--- config.mk ---
export PLATFORM = sky130hd
export DESIGN_NAME = tt_um_alu_sequencer
export DESIGN_NICKNAME = d
export VERILOG_FILES = /design/src/rtl/tt_um_alu_sequencer.sv
export SDC_FILE = /design/constraint.sdc
export NUM_CORES = 1
export LEC_CHECK = 0
export BUFFER_PORTS_ARGS = -buffer_cell sky130_fd_sc_hd__buf_4
export CORE_MARGIN = 10
export CORE_UTILIZATION = 42
export CTS_BUF_LIST = sky130_fd_sc_hd__clkbuf_8
export DETAILED_ROUTE_END_ITERATION = 6
export SLEW_MARGIN = 15
export SYNTH_ARGS = -nofsm -noshare
export SYNTH_HDL_FRONTEND = slang
export SYNTH_SLANG_ARGS = --single-unit
--- constraint.sdc ---
create_clock -name clk -period 3.91 [get_ports clk]
set_clock_uncertainty 0.05 [all_clocks]
set_input_delay 0.391 -clock clk [delete_from_list [all_inputs] [get_ports clk]]
set_output_delay 0.391 -clock clk [all_outputs]
set_load 0.01 [all_outputs]
--- src/rtl/tt_um_alu_sequencer.sv ---
// rtl/tt_um_alu_sequencer.sv - command-queue ALU sequencer with 4-deep FIFO and restoring divider
module tt_um_alu_sequencer (
  input  logic       clk,
  input  logic       rst_n,
  input  logic       ena,
  input  logic [7:0] ui_in,
  input  logic [7:0] uio_in,
  output logic [7:0] uo_out,
  output logic [7:0] uio_out,
  output logic [7:0] uio_oe
);

  typedef enum logic [1:0] {IDLE, FETCH, EXEC, DIV} state_t;
  state_t state, state_nxt;

  logic       push_q, start_q;
  logic [5:0] fifo [4];
  logic [1:0] wr_ptr, rd_ptr;
  logic [2:0] count;
  logic [1:0] op_r;
  logic [3:0] b_r;
  logic [7:0] acc;
  logic       err;
  logic [7:0] rem, quo;
  logic [2:0] iter;

  logic push_ev, start_ev, full, empty, pop, push_ok, more_cmds, clear_ok;
  logic div_zero, div_ge;
  logic [8:0] rem_sh, rem_nxt;
  logic [7:0] quo_nxt;

  assign push_ev  = ui_in[6] & ~push_q;
  assign start_ev = uio_in[0] & ~start_q;
  assign full     = (count == 3'd4);
  assign empty    = (count == 3'd0);
  assign pop      = (state == FETCH) && !empty;
  // A pop on the same edge frees a slot, so a push into a full queue still lands.
  assign push_ok  = push_ev && (!full || pop);
  // An empty queue always accepts a push, so this covers a push landing this edge.
  assign more_cmds = !empty || push_ev;
  assign clear_ok  = uio_in[1] && (state == IDLE);
  assign div_zero  = (op_r == 2'b11) && (b_r == 4'd0);

  assign rem_sh  = {rem, quo[7]};
  assign div_ge  = (rem_sh >= {5'd0, b_r});
  assign rem_nxt = div_ge ? (rem_sh - {5'd0, b_r}) : rem_sh;
  assign quo_nxt = {quo[6:0], div_ge};

  always_comb begin
    state_nxt = state;
    case (state)
      IDLE:  if (start_ev && !empty) state_nxt = FETCH;
      FETCH: state_nxt = EXEC;
      EXEC: begin
        if (op_r == 2'b11 && !div_zero) state_nxt = DIV;
        else                            state_nxt = more_cmds ? FETCH : IDLE;
      end
      DIV:   if (iter == 3'd7) state_nxt = more_cmds ? FETCH : IDLE;
      default: state_nxt = IDLE;
    endcase
  end

  always_ff @(posedge clk) begin
    if (push_ok) fifo[wr_ptr] <= {ui_in[5:4], ui_in[3:0]};
  end

  always_ff @(posedge clk) begin
    if (!rst_n) begin
      state   <= IDLE;
      push_q  <= 1'b0;
      start_q <= 1'b0;
      wr_ptr  <= 2'd0;
      rd_ptr  <= 2'd0;
      count   <= 3'd0;
      op_r    <= 2'd0;
      b_r     <= 4'd0;
      acc     <= 8'd0;
      err     <= 1'b0;
      rem     <= 8'd0;
      quo     <= 8'd0;
      iter    <= 3'd0;
    end else begin
      state   <= state_nxt;
      push_q  <= ui_in[6];
      start_q <= uio_in[0];

      if (push_ok) wr_ptr <= wr_ptr + 2'd1;
      if (pop) begin
        rd_ptr <= rd_ptr + 2'd1;
        op_r   <= fifo[rd_ptr][5:4];
        b_r    <= fifo[rd_ptr][3:0];
      end
      case ({push_ok, pop})
        2'b10:   count <= count + 3'd1;
        2'b01:   count <= count - 3'd1;
        default: count <= count;
      endcase

      if (clear_ok) begin
        acc <= 8'd0;
        err <= 1'b0;
      end
      if (push_ev && !push_ok) err <= 1'b1;

      if (state == EXEC) begin
        case (op_r)
          2'b00: acc <= acc + {4'd0, b_r};
          2'b01: acc <= acc * {4'd0, b_r};
          2'b10: acc <= acc - {4'd0, b_r};
          default: begin
            if (div_zero) begin
              acc <= 8'hFF;
              err <= 1'b1;
            end else begin
              rem  <= 8'd0;
              quo  <= acc;
              iter <= 3'd0;
            end
          end
        endcase
      end

      // Divider state stays internal; acc only sees the finished quotient.
      if (state == DIV) begin
        rem  <= rem_nxt[7:0];
        quo  <= quo_nxt;
        iter <= iter + 3'd1;
        if (iter == 3'd7) acc <= quo_nxt;
      end
    end
  end

  assign uo_out  = acc;
  assign uio_out = {(state != IDLE), full, empty, err, 4'b0000};
  assign uio_oe  = 8'hF0;

  logic unused_ok;
  assign unused_ok = &{1'b0, ena, ui_in[7], uio_in[7:2]};

endmodule

# == Yosys cells after proc, flatten, opt, wreduce, memory -nomap -nowiden ==
# Memory sizes are Yosys's and may differ from the RTL's. A register that Yosys moved wholly into a read port is not among the register bits.
# Cells that the tools add are included.
# op_classes
bitwise_logic,4
mux,32
n_lt_le_gt_ge,1
multipliers,1
reduce_logical,24
n_eq_ne,14
n_addsub,8
# ops
operator,n
$mux 8,14
$pmux 8 s3,1
$sub 8x4->8,2
$mux 3,4
$eq 2x2->1 const B,5
$ge 9x4->1,1
$add 8x4->8,1
$mul 8x4->8,1
$mux 1,8
$pmux 2 s4,1
$logic_and 1x1->1,7
$add 3x1->3 const B,2
$eq 2x1->1 const B,3
$eq 3x3->1 const B,2
$mux 2,3
$ne 2x1->1 const B,3
$pmux 3 s2,1
$reduce_bool 2->1,3
$logic_not 1->1,5
$add 2x1->2 const B,2
$logic_not 2->1,2
$logic_not 4->1,1
$logic_not 3->1,1
$reduce_and 3->1,1
other kinds (7),10
# word_totals
ff_bits,39
ram_bits,24
memories,1
output_inout_bits,24
elab_cells,96
# mem_list
name,words,word_bits,read_ports,rd_ports_with_merged_regs,write_ports,line_no,text
fifo,4,6,1,1,1,17,logic [5:0] fifo [4];

# == Longest topological paths before layout ==
# Gate-level depths: netlist of run 1.
# depth
word_depth,11
ltp_mapped,13
depth_no_buf,13

# == Worst setup path before layout of run 1 ==
# No wires, ideal clock.
# synth_path
path_type,register to register
from,"reg acc[2], in the netlist uo_out[2]"
to,"reg acc[7], in the netlist uo_out[7]"
setup_slack_ps,942
arrival_time_ps,2791
t_required_ps,3733
n_path_buf,0
path_stages_with_launch,13
setup_ps,127
cell_sequence,dfxtp_1 -> and2_1 -> fa_1 -> inv_1 -> fa_1 -> inv_1 -> ha_1 -> nand3_1 -> nor2_1 -> a2111oi_2 -> xnor2_1 -> o21ai_1 -> o211ai_1
# synth_via
elab_chain_cells,5
elab_cells_between_ends,7
cone_classes,add/sub: 2; mul: 1; mux: 4
# synth_lines
element,line_no,text
from (decl),22,logic [7:0] acc;
from (signal assigned),107,"2'b00: acc <= acc + {4'd0, b_r};"
from (signal assigned),108,"2'b01: acc <= acc * {4'd0, b_r};"
from (signal assigned),109,"2'b10: acc <= acc - {4'd0, b_r};"
"$mul 8x4->8, or another cell as far along",108,
$pmux 8 s3 (*),106,case (op_r)
$mux 8 (*),105,if (state == EXEC) begin
$mux 8,128,if (iter == 3'd7) acc <= quo_nxt;
$mux 8 (*),124,if (state == DIV) begin
# Mark *: on every way between the ends. The rest lies on a longest branch, timed or not.
# A chain may end at the register's enable or synchronous reset.

# == Worst setup path after layout of run 1 ==
# layout_path
from,reg b_r[3] (read register of fifo)
to,"reg acc[7], in the netlist uo_out[7]"
# layout_via
elab_chain_cells,7
elab_cells_between_ends,10
cone_classes,add/sub: 2; mul: 1; mux: 5; reduce/logical: 2
# layout_lines
element,line_no,text
from (decl),21,logic [3:0] b_r;
"parallel branches: the longest is 3 deep, another holds $mul 8x4->8",-,
$pmux 8 s3 (*),106,
$mux 8 (*),105,
$mux 8,128,
$mux 8 (*),124,
to (signal assigned),107,
to (signal assigned),108,
to (signal assigned),128,
# Every way passes the cells marked *.

==> results of run 1 <==
-- worst paths after layout --
kind | to | slack [ps]
setup reg to reg | uo_out[7] | 660
hold reg to reg | iter[1] | 430
hold / removal | fifo[0][0] | 200
setup / recovery | uo_out[7] | 660
-- flip-flops by register name, summed over array words and instances, names as in the netlist, 2 cells and up --
register,flops
state,2
count,3
rd_ptr,2
b_r,4
rem,8
iter,3
wr_ptr,2
uo_out,8
op_r,2
quo,8
fifo,24
-- power groups by stage --
stage / combinational (mW) / sequential (mW) / clock (mW)
CTS: 1.04 / 0.912 / 0.584
finish: 1.04 / 0.911 / 0.572
global placement: 1.01 / 0.925 / 0
floorplan: 0.863 / 0.870 / 0
detailed placement: 1.02 / 0.928 / 0
global route: 1.16 / 0.927 / 0.616
-- through the flow --
stage               util [%]  worst slack [ps]  power [mW]  cell area [sq um]
floorplan                  -               942        1.73               4560
global placement        45.6               709        1.94               4750
detailed placement      45.6               677        1.95               4750
CTS                     47.5               642        2.53               4940
global route            47.5               335        2.70               4940
finish                  47.5               658        2.52               4940
-- cell usage after synthesis (2+ instances only) --
cell type | instances | share of area [%]
a21oi_2 | 3 | 0.58
and2_1 | 14 | 1.9
mux4_2 | 6 | 3.0
and3_1 | 2 | 0.28
nand4_4 | 2 | 0.94
inv_1 | 32 | 2.7
mux2i_1 | 5 | 1.1
a311oi_1 | 7 | 1.4
nand3_1 | 10 | 1.1
o21ai_1 | 3 | 0.33
nor2b_1 | 6 | 0.83
nand2b_1 | 6 | 0.83
nand3b_1 | 2 | 0.33
buf_4 | 19 | 3.2
a31oi_1 | 4 | 0.55
dfxtp_1 | 45 | 20
a32oi_1 | 2 | 0.39
o211ai_1 | 4 | 0.66
nand4_1 | 3 | 0.42
edfxtp_1 | 24 | 16
nor3_1 | 8 | 0.89
nor3b_1 | 2 | 0.33
clkbuf_1 | 7 | 0.58
xor2_1 | 6 | 1.2
buf_2 | 5 | 0.55
o21ai_0 | 28 | 3.1
xnor2_1 | 10 | 1.9
fa_1 | 12 | 5.3
buf_6 | 2 | 0.50
a211oi_1 | 3 | 0.50
a22o_1 | 3 | 0.58
or2_2 | 2 | 0.28
o41ai_1 | 2 | 0.39
ha_1 | 28 | 7.8
or3_1 | 2 | 0.28
o211a_1 | 3 | 0.66
nor2_1 | 38 | 3.2
nand2_1 | 57 | 4.7
o21a_1 | 5 | 0.83
a21oi_1 | 24 | 2.7
a22oi_1 | 5 | 0.83
conb_1 | 2 | 0.17
-- worst max-delay path: cells and delay by family, from the launching register on --
kind            cells  cell delay (ps)
buf+inv             1               50
flops               1              480
fa+ha+maj           3             1350
xor+xnor            1              150
compound gates      4              830
simple gates        2              210
-- layer usage --
metal / vias up / track usage (%) / wire length, um
met1: 1657 / 19.2 / 4960
met3: 6 / 3.26 / 622
met2: 87 / 21.8 / 4660
met5: - / 0 / 0
li1: 1699 / - / -
met4: 0 / 4.22 / 67
-- area by class of cell --
type	instances	area, sq um	share of cell area, %
well taps	136	170	3.44
multi-input cells	353	2590	52.4
inverters	33	124	2.51
clock buffers	9	124	2.51
repair buffers	33	248	5.01
flip-flops and latches	69	1620	32.8
clock inverters	7	67.6	1.37
-- cell families after synthesis --
logic type	after synthesis	synth area share, %
and+or+nand+nor	165	18.9
AOI/OAI and AO/OA	108	16.6
adders and majority gates	40	13.1
xor gates and xnor gates	17	3.60
buffers and inverters	67	7.62
other	2	0.166
muxes	11	4.10
DFF	69	35.9
==> impl_metrics.tcl, run 1 <==
set metrics [dict create \
    final_common_cell "nand2_1" \
    dp.cells 624 \
    clk_latency_ps 350 \
    synth_area_per_cell_sq_um 9.43 \
    drc_errors 0 \
    rr_worst_depth 11 \
    die_w_um 124 \
    cp_slowest_cell "fa_1" \
    hold_buffers 0 \
    syn-cell-area_sq_um 4520 \
    cp_max_fo 7 \
    status "finished, final reports clean" \
    fill_cells 1011 \
    first_pass_iters 5 \
    fin_cells 640 \
    syn_to_final_growth_pct 9.44 \
    grt_pass1_vias 3400 \
    min_period_ps 3250 \
    vias 3449 \
    cts_resized 0 \
    cp.arrival_ps 3430 \
    hpwl_um 7670 \
    drv_cap 0 \
    p_sw_mw 0.966 \
    clock.fmax_mhz 308 \
    row_count 37 \
    core_area_sq_um 10400 \
    hold_violations 0 \
    p_leak_nw 1.97 \
    grt_remaining_overflow 0 \
    cp_slowest_stage_delay_ps 540 \
    die_h_um 124 \
    drtIter0Drc 275 \
    crit_chain "nand2_1 > fa_1 > inv_1 > fa_1 > ha_1 > a21oi_1 > nor2_1 > a2111oi_2 > xnor2_1 > o21ai_1 > o211ai_1" \
    ant_nets 0 \
    path_clk_slew_ps 90 \
    swShare_pct 38.3 \
    dieArea_sq_um 15300 \
    cp.required_ps 4090 \
    holdCritStartpoint "ui_in[0]" \
    port-buffer-count 22 \
    whs_ps 195 \
    cts_setup_buffers 0 \
    final.period_utilization_pct 83.2 \
    ys_types 68 \
    clock_path_buffers 2 \
    synth_edf_count 24 \
    layout_common_cells "nand2_1 (57), dfxtp_1 (45), nor2_1 (38), inv_1 (34), buf_4 (33)" \
    route.detailed.wl_per_inst_um 16.1 \
    layout.nets 558 \
    critical_path_class "register to register" \
    pin_count 43 \
    cts_htree_levels 3 \
    syn_inst 479 \
    crit_start "b_r[3]" \
    slew_headroom_pct 47.9 \
    grt_setup_unrepaired "no" \
    synth_warnings 0 \
    hold_depth 1 \
    wl_um 10300 \
    track_usage_pct 14.1 \
    ys_ff_latch 69 \
    worst_setup_path_end_kind "register" \
    ys.flop_type "dfxtp_1" \
    drive_gt1_share_pct 14.9 \
    hold_path_class "primary input to register" \
    start_util_pct 43.4 \
    fin_setup_tns_ps 0 \
    vias_per_cell 5.39 \
    rr_startpoint "b_r[3]" \
    tightest_slew_ps 780 \
    ys_seq_area_share_pct 35.9 \
    p_clk_share_pct 22.7 \
    p_comb_share_pct 41.1 \
    grt_pass1_wl_um 17200 \
    powerDensity_nw_per_um2 510 \
    clock_tree.root_cell "clkbuf_8" \
    place_congestion 0.829 \
    grt_max_degree 27 \
    worst_setup_path_start_kind "register" \
    antenna_found_initial 0 \
    critPathMostFrequentCell "fa_1" \
    cts_buffers 9 \
    clock_sinks 69 \
    peakVddDrop_mv 0.303 \
    slew_violations 0 \
    power_frac_seq_pct 36.2 \
    tritoncts "yes" \
    setup_viol_count_final 0 \
    intPower_mw 1.55 \
    synth_async_sr_flop_share_pct 0 \
    diodes 0 \
]
Note: power is estimated with default switching activity, not from simulation.
==> inputs of run 2 (changes only) <==
--- a/config.mk
+++ b/config.mk
@@ -5,6 +5,7 @@
 export SDC_FILE = /design/constraint.sdc
 export NUM_CORES = 1
 export LEC_CHECK = 0
+export ABC_AREA = 1
 export BUFFER_PORTS_ARGS = -buffer_cell sky130_fd_sc_hd__buf_4
 export CORE_MARGIN = 10
 export CORE_UTILIZATION = 42
==> constraint.sdc (replaced) <==
create_clock -name clk -period 2.95 [get_ports clk]
set_clock_uncertainty 0.05 [all_clocks]
set_input_delay 0.295 -clock clk [delete_from_list [all_inputs] [get_ports clk]]
set_output_delay 0.295 -clock clk [all_outputs]
set_load 0.01 [all_outputs]
==> impl_metrics.tcl, run 2 <==
set metrics [dict create \
    syn_to_final_growth_pct 15.0 \
    cp.arrival_ps 3120 \
    synth_async_sr_flop_share_pct 0 \
    p_leak_nw 2.30 \
    start_util_pct 43.1 \
    ys_seq_area_share_pct 36.4 \
    drv_cap 0 \
    grt_remaining_overflow 0 \
    clk_latency_ps 360 \
    yosysMostFrequentCell "nand2_1" \
    drc_errors 0 \
    track_usage_pct 14.5 \
    layout_common_cells "nand2_1 (110), inv_1 (75), o21ai_0 (54), nor2_1 (47), buf_4 (44)" \
    wl_um 10900 \
    hold_buffers 0 \
    ff_latch_area_sq_um 1630 \
    worst_setup_path_start_kind "register" \
    hold_violations 0 \
    die_w_um 123 \
    whs_ps 76.4 \
    place_congestion 0.946 \
    synth_largest_area_cell "dfxtp_1" \
    grt_pass1_wl_um 17600 \
    yosys.area.top_type_share_pct 20.2 \
    synth_warnings 0 \
    synth_area_per_cell_sq_um 7.66 \
    port-buffer-count 22 \
    status "finished, final reports clean" \
    layout.nets 680 \
    syn-cell-area_sq_um 4450 \
    drive_gt1_share_pct 19.0 \
    hpwl_um 8120 \
    worst_setup_path_end_kind "register" \
    route.detailed.wl_per_inst_um 14.3 \
    clock_path_buffers 2 \
    grt_setup_unrepaired "yes" \
    ys_ff_latch 69 \
    first_pass_iters 5 \
    ys.flop_type "dfxtp_1" \
    synth_area_leaders "dfxtp_1 (20%), edfxtp_1 (16%), nand2_1 (9.8%)" \
    dieArea_sq_um 15100 \
    multiInputGateArea_sq_um 2420 \
    core_area_sq_um 10300 \
    syn_inst 581 \
    setup_viol_count_final 0 \
    vias 3799 \
    clock.fmax_mhz 348 \
    dpl_worst_slack_ps -110 \
    largest_reg_flops 24 \
    vias_per_cell 4.99 \
    final.period_utilization_pct 97.5 \
    slew_violations 0 \
    synth_edf_count 24 \
    peakVddDrop_mv 0.381 \
    hold_path_class "primary input to register" \
    tritoncts "yes" \
    min_period_ps 2880 \
    clock_tree.root_cell "clkbuf_8" \
    final_common_cell "nand2_1" \
    grt_max_degree 35 \
    ant_nets 0 \
    cts_buffers 9 \
    setup_slack_ps 72.6 \
    fill_cells 998 \
    clock_sinks 69 \
    drtIter0Drc 267 \
    antenna_found_initial 0 \
    ys_types 40 \
    slew_headroom_pct 61.7 \
    powerDensity_nw_per_um2 694 \
    diodes 0 \
    path_clk_slew_ps 80 \
    die_h_um 123 \
    grt_pass1_vias 3614 \
    largest-register "fifo" \
    cts_htree_levels 3 \
    pin_count 43 \
    critical_path_class "register to register" \
    tightest_slew_ps 573 \
    synth_common_cells "nand2_1 (116), inv_1 (83), o21ai_0 (55)" \
    cp_max_fo 3 \
    cp.required_ps 3190 \
    row_count 37 \
]
==> run 2: cell families (layout without fill, tap and decap cells) <==
logic type	count (synthesis)	in the layout	synth area share [%]
AO/OA/AOI/OAI	131	131	16.2
AND/OR/NAND/NOR	210	210	19.9
other	2	12	0.169
flip-flops	69	69	36.4
adder cells (fa/ha/maj)	40	40	13.3
multiplexers	1	1	0.253
buffers and inverters	120	155	12.2
XOR/XNOR	8	8	1.57
==> run 2: repair_timing <==
| item | in CTS | in global routing |
|---|---|---|
| setup buffers | 2 | 1 |
| hold endpoints to repair | 0 | 0 |
| endpoints found under the setup margin | 4 | 4 |
| resized for setup | 12 | 29 |
| pin swaps | 5 | 10 |
==> run 2: worst max-delay path: stages, from the launching register on <==
cell,delay [ps]
dfxtp_2,340
buf_6,110
nand2_2,50
inv_2,40
fa_1,530
inv_1,50
fa_1,500
inv_2,50
ha_4,270
buf_4,130
nand2_2,60
nand2_1,70
a21oi_2,50
xor2_1,130
o21ai_1,170
nand2_1,100
a21oi_2,120
==> run 2: final cells by class <==
cell class / instances / share of cell area (%)
Clock buffer: 9 / 2.42
Clock inverter: 7 / 1.00
Inverter: 90 / 6.60
Multi-Input combinational cell: 402 / 47.2
Sequential cell: 69 / 31.9
Tap cell: 136 / 3.32
Timing Repair Buffer: 49 / 7.55
==> run 2: worst paths after layout <==
path              startpoint         to  slack [ps]  cells after the start
hold / removal      ui_in[6]     push_q          80                      3
hold reg to reg      iter[0]    iter[0]         420                      1
setup reg to reg      b_r[3]  uo_out[6]          70                     16
setup / recovery      b_r[3]  uo_out[6]          70                     16
==> run 2: power breakdown <==
group / switching [mW] / internal (mW)
Combinational: 1.04 / 0.657
Clock: 0.389 / 0.308
Sequential: 0.0940 / 1.07
Total: 1.52 / 2.04
==> run 2: layer usage <==
| layer | vias to the layer above | global-route usage, % | part of all wire, % |
|---|---|---|---|
| li1 | 1950 | - | - |
| met1 | 1760 | 19.1 | 48 |
| met2 | 76 | 22.2 | 45 |
| met3 | 13 | 3.51 | 5.5 |
| met4 | 0 | 6.77 | 1.7 |
| met5 | - | 0 | 0 |
==> run 2: per-stage QoR <==
stage	utilization [%]	std cells	cell area, sq um	TNS (ps)	total power [mW]
after global routing	49.6	762	5120	-59.5	3.86
final	49.6	762	5120	0	3.56
after floorplan	-	591	4490	0	2.37
after detailed placement	46.5	743	4800	-240	2.80
after global placement	46.5	743	4800	-88.2	2.76
after CTS	48.9	761	5050	0	3.53
